[src/rtl/popcount_stream_unit.sv]
// Multi-cycle population counter with valid/ready handshakes on both sides.
// Counts ones (mode=0) or zeros (mode=1) in a DATA_WIDTH word, CHUNK_WIDTH bits per clock.
module popcount_stream_unit #(
   parameter int unsigned DATA_WIDTH  = 16,
   parameter int unsigned CHUNK_WIDTH = 4,
   localparam int unsigned CW         = $clog2(DATA_WIDTH) + 1
) (
   input  logic                  clk,
   input  logic                  rst_n,
   input  logic                  in_valid_i,
   output logic                  in_ready_o,
   input  logic [DATA_WIDTH-1:0] din_i,
   input  logic                  mode_i,
   output logic                  out_valid_o,
   input  logic                  out_ready_i,
   output logic [CW-1:0]         dout_o,
   output logic                  busy_o
);

   localparam int unsigned NCHUNK = DATA_WIDTH / CHUNK_WIDTH;
   localparam int unsigned IW     = (NCHUNK > 1) ? $clog2(NCHUNK) : 1;
   localparam logic [IW-1:0] LastIdx = IW'(NCHUNK - 1);

   if ((CHUNK_WIDTH == 0) || ((DATA_WIDTH % CHUNK_WIDTH) != 0)) begin : gen_bad_chunk
      $error("CHUNK_WIDTH must be nonzero and divide DATA_WIDTH");
   end
   if (DATA_WIDTH < 2) begin : gen_bad_width
      $error("DATA_WIDTH must be at least 2");
   end

   typedef enum logic [1:0] {StIdle, StCount, StDone} state_e;

   state_e                state_q, state_d;
   logic [DATA_WIDTH-1:0] sh_q, sh_d;
   logic [CW-1:0]         acc_q, acc_d;
   logic [IW-1:0]         idx_q, idx_d;
   logic [CW-1:0]         dout_q, dout_d;
   logic [CW-1:0]         chunk_cnt;
   logic [CW-1:0]         acc_sum;

   // Popcount of the low chunk, each bit zero-extended to the count width.
   always_comb begin
      chunk_cnt = '0;
      for (int i = 0; i < CHUNK_WIDTH; i++) begin
         chunk_cnt = chunk_cnt + CW'(sh_q[i]);
      end
      acc_sum = acc_q + chunk_cnt;
   end

   // Next-state logic: capture at accept, consume one chunk per cycle, hold result until taken.
   always_comb begin
      state_d = state_q;
      sh_d    = sh_q;
      acc_d   = acc_q;
      idx_d   = idx_q;
      dout_d  = dout_q;
      unique case (state_q)
         StIdle: begin
            if (in_valid_i) begin
               // Inverting for zero-count lets the datapath always count ones.
               sh_d    = mode_i ? ~din_i : din_i;
               acc_d   = '0;
               idx_d   = '0;
               state_d = StCount;
            end
         end
         StCount: begin
            acc_d = acc_sum;
            sh_d  = sh_q >> CHUNK_WIDTH;
            idx_d = idx_q + IW'(1);
            if (idx_q == LastIdx) begin
               dout_d  = acc_sum;
               state_d = StDone;
            end
         end
         StDone: begin
            if (out_ready_i) begin
               state_d = StIdle;
            end
         end
         default: state_d = StIdle;
      endcase
   end

   // State registers with asynchronous active-low reset; a reset discards any partial count.
   always_ff @(posedge clk or negedge rst_n) begin
      if (!rst_n) begin
         state_q <= StIdle;
         sh_q    <= '0;
         acc_q   <= '0;
         idx_q   <= '0;
         dout_q  <= '0;
      end else begin
         state_q <= state_d;
         sh_q    <= sh_d;
         acc_q   <= acc_d;
         idx_q   <= idx_d;
         dout_q  <= dout_d;
      end
   end

   // Handshake and status outputs decode directly from the state register.
   always_comb begin
      in_ready_o  = (state_q == StIdle);
      out_valid_o = (state_q == StDone);
      busy_o      = (state_q != StIdle);
      dout_o      = dout_q;
   end

endmodule

[config.mk]
export PLATFORM = sky130hd
export DESIGN_NAME = popcount_stream_unit
export DESIGN_NICKNAME = d
export VERILOG_FILES = /design/src/rtl/popcount_stream_unit.sv
export SDC_FILE = /design/constraint.sdc
export NUM_CORES = 1
export LEC_CHECK = 0
export BUFFER_PORTS_ARGS = -buffer_cell sky130_fd_sc_hd__buf_2
export CAP_MARGIN = 5
export CORE_ASPECT_RATIO = 1.4
export CORE_MARGIN = 5
export CORE_UTILIZATION = 40
export CTS_CLUSTER_DIAMETER = 200
export DETAILED_ROUTE_END_ITERATION = 8
export HOLD_SLACK_MARGIN = 0.15
export MAX_ROUTING_LAYER = met4
export PLACE_DENSITY = 0.59
export SYNTH_ARGS = -nofsm -noshare
export SYNTH_HDL_FRONTEND = slang
export SYNTH_SLANG_ARGS = --single-unit
[constraint.sdc]
create_clock -name clk -period 3 [get_ports clk]
set_input_delay 0.6 -clock clk [delete_from_list [all_inputs] [get_ports clk]]
set_output_delay 0.6 -clock clk [all_outputs]
set_load 0.005 [all_outputs]
==> qor.yml <==
net-switching-power_w: 0.000786
fp.dieH_um: 86
syn_inst: 171
cts_sinks: 30
synth-seq-cells: 30
pwr-share-clk: 0.170
run_status: "finished, final reports clean"
finalCriticalPeriod_ns: 2.31
cts_buffers: 5
fmax_mhz: 433
path_common_cell: "fa_1"
post_cts_buffers: 0
drv_slew: 0
power_density_nw_per_um2: 1050
total_power_w: 0.00195
cp_slowest_cell: "fa_1"
syn_avg_cell_area_um2: 9.65
yosys_warnings: 0
dp_hpwl_um: 2540
async_flop_share: 1.00
layout_common_cells: "dfrtp_1, buf_2, nand2_1, o21ai_0, a21oi_1"
syn_area_um2: 1650
finClkSkew_ns: 0.00340
cts_tree: "done"
grt_pass1_wl_um: 6060
avgViaCountPerCell: 5.32
die_area_um2: 5530
crit_type: "reg2reg"
grt_overflow_total: 0
ant_nets: 0
core_area_um2: 3950
synth_fp_nets: 197
ctsHoldBuffers: 0
grt_setup_unrepaired: "false"
setup_viol: 0
cts_resized: 0
startpoint_type: "flip-flop"
utilization: 0.469
layout_setup_ws_ns: 0.690
dieWidth_um: 64.3
grt_usage: 0.145
drive_above_1_share: 0.207
wirelength_um: 3570
dp.cells: 233
cts_max_level: 2
clk_path_buf_depth: 2
num_vias: 1282
finalHoldViolCount: 0
start_util: 0.418
worst-path-buf-inv: 2
io_pins: 29
p_comb_frac: 0.436
worst_pin_slew_ns: 0.667
clkTransAtPathRegs_ns: 0.06
routedWlPerCell_um: 14.8
synth_top_area_cell: "dfrtp_1"
post-route-period-util: 0.770
critPathMaxStageDelay_ns: 0.54
min_path_type: "in2async"
cp.arrival_ns: 2.50
synth.distinct_cells: 30
power_frac_seq: 0.394
endpoint_kind: "flip-flop"
max_cap_violations: 0
nets: 223
synth_flop_cell: "dfrtp_1"
p_int_w: 0.00116
firstDrtPassIters: 4
cpLargestDelayFamily: "adder cells"
synth_edf_count: 0
instances_no_fill: 241
drt-initial-drc-count: 30
seq_area_frac_synth: 0.455
drc_errors: 0
cp_max_fo: 3
globalplace.congestion: 0.770
final_common_cell: "dfrtp_1"
antenna_found_initial: 0
p_leak_nw: 0.855
pre_cts_ws_ns: 0.726
clock_latency_ns: 0.28
synth_top_area_frac: 0.455
grt_max_degree: 31
rows: 27
cts-root-buf: "clkbuf_8"
syn_to_final_growth_pct: 12.4
netSwitchingFraction: 0.403
n_antenna_cell: 0
io_buffers: 28
grt_pass1_vias: 1303
relSlewSlack: 0.556
synthTopCellsByArea: "dfrtp_1, o21ai_0, xnor2_1"
path_cells: "fa_1 -> inv_1 -> fa_1 -> inv_1 -> fa_1 -> nand3_1 -> nor3_1 -> a21oi_1 -> o21ai_0"
worst-endpoint-required_ns: 3.19
vdd_drop_max_mv: 0.608
tns_ns: 0
==> cell families after synthesis <==
group | synth area share
AO/OA/AOI/OAI | 0.196
flip-flops | 0.455
buffers and inverters | 0.0652
AND/OR/NAND/NOR | 0.119
adder cells (fa/ha/maj) | 0.0516
XOR/XNOR | 0.101
multiplexers | 0.0129
==> power by group through the flow <==
stage / sequential [W] / combinational, W / clock [W]
CTS: 0.000769 / 0.000868 / 0.000344
global placement: 0.000767 / 0.000825 / 0
global route: 0.000797 / 0.000979 / 0.000365
floorplan: 0.000707 / 0.000714 / 0
detailed placement: 0.000776 / 0.000857 / 0
finish: 0.000769 / 0.000850 / 0.000331
==> layer usage <==
layer  wire, um  vias to the layer above  global-route usage  part of all wire
li1           -                      636                   -                 -
met1       1510                      612               0.162              0.42
met2       1820                       28               0.239              0.51
met3        184                        6              0.0446             0.051
met4         64                        0              0.0556             0.018
met5          0                        -                   -                 0
==> synth_stat cells, drive strengths merged (2+ instances only) <==
master,instances
inv,7
dfrtp,30
o22ai,12
a21oi,17
o21ai,26
xnor2,12
nor2,2
ha,2
nor2b,4
and2b,3
nand2,28
a22o,2
xor2,7
buf,8
fa,3
==> flip-flops by register name (all words and copies together) (netlist names) <==
| register | cells |
|---|---|
| acc_q | 5 |
| dout_o | 5 |
| idx_q | 2 |
| sh_q | 16 |
| state_q | 2 |
==> final timing paths <==
check | end | slack, ns | depth (start not counted) | start
setup reg to reg | acc_q[4] | 0.69 | 9 | sh_q[0]
min in group clk | dout_o[3] | 0.47 | 2 | dout_o[3]
setup / recovery | acc_q[4] | 0.69 | 9 | sh_q[0]
hold / removal | state_q[1] | 0.35 | 1 | rst_n
hold reg to reg | dout_o[3] | 0.47 | 2 | dout_o[3]
max in group asynchronous | sh_q[15] | 2.22 | 1 | rst_n
==> final cells by class <==
type | count | area [um2]
fillers | 396 | 2100
multi-input cells | 125 | 792
flip-flops and latches | 30 | 751
repair buffers | 28 | 140
clock buffers | 7 | 86.3
well taps | 43 | 53.8
inverters | 7 | 26.3
clock inverters | 1 | 5.00
==> worst register-to-register path: cells and delay by family (launching register included) <==
| family | cells | cell delay, ns |
|---|---|---|
| DFF | 1 | 0.41 |
| and+or+nand+nor | 2 | 0.30 |
| buffers and inverters | 2 | 0.14 |
| AOI/OAI and AO/OA | 2 | 0.22 |
| adders and majority gates | 3 | 1.16 |
==> through the flow <==
step           hold WS [ns]  area (um2)
2_1_floorplan         0.304        1650
3_3_place_gp          0.458        1760
3_5_place_dp          0.466        1760
4_1_cts               0.372        1850
5_1_grt               0.406        1850
6_report              0.352        1850
(Power assumes the default switching activity.)
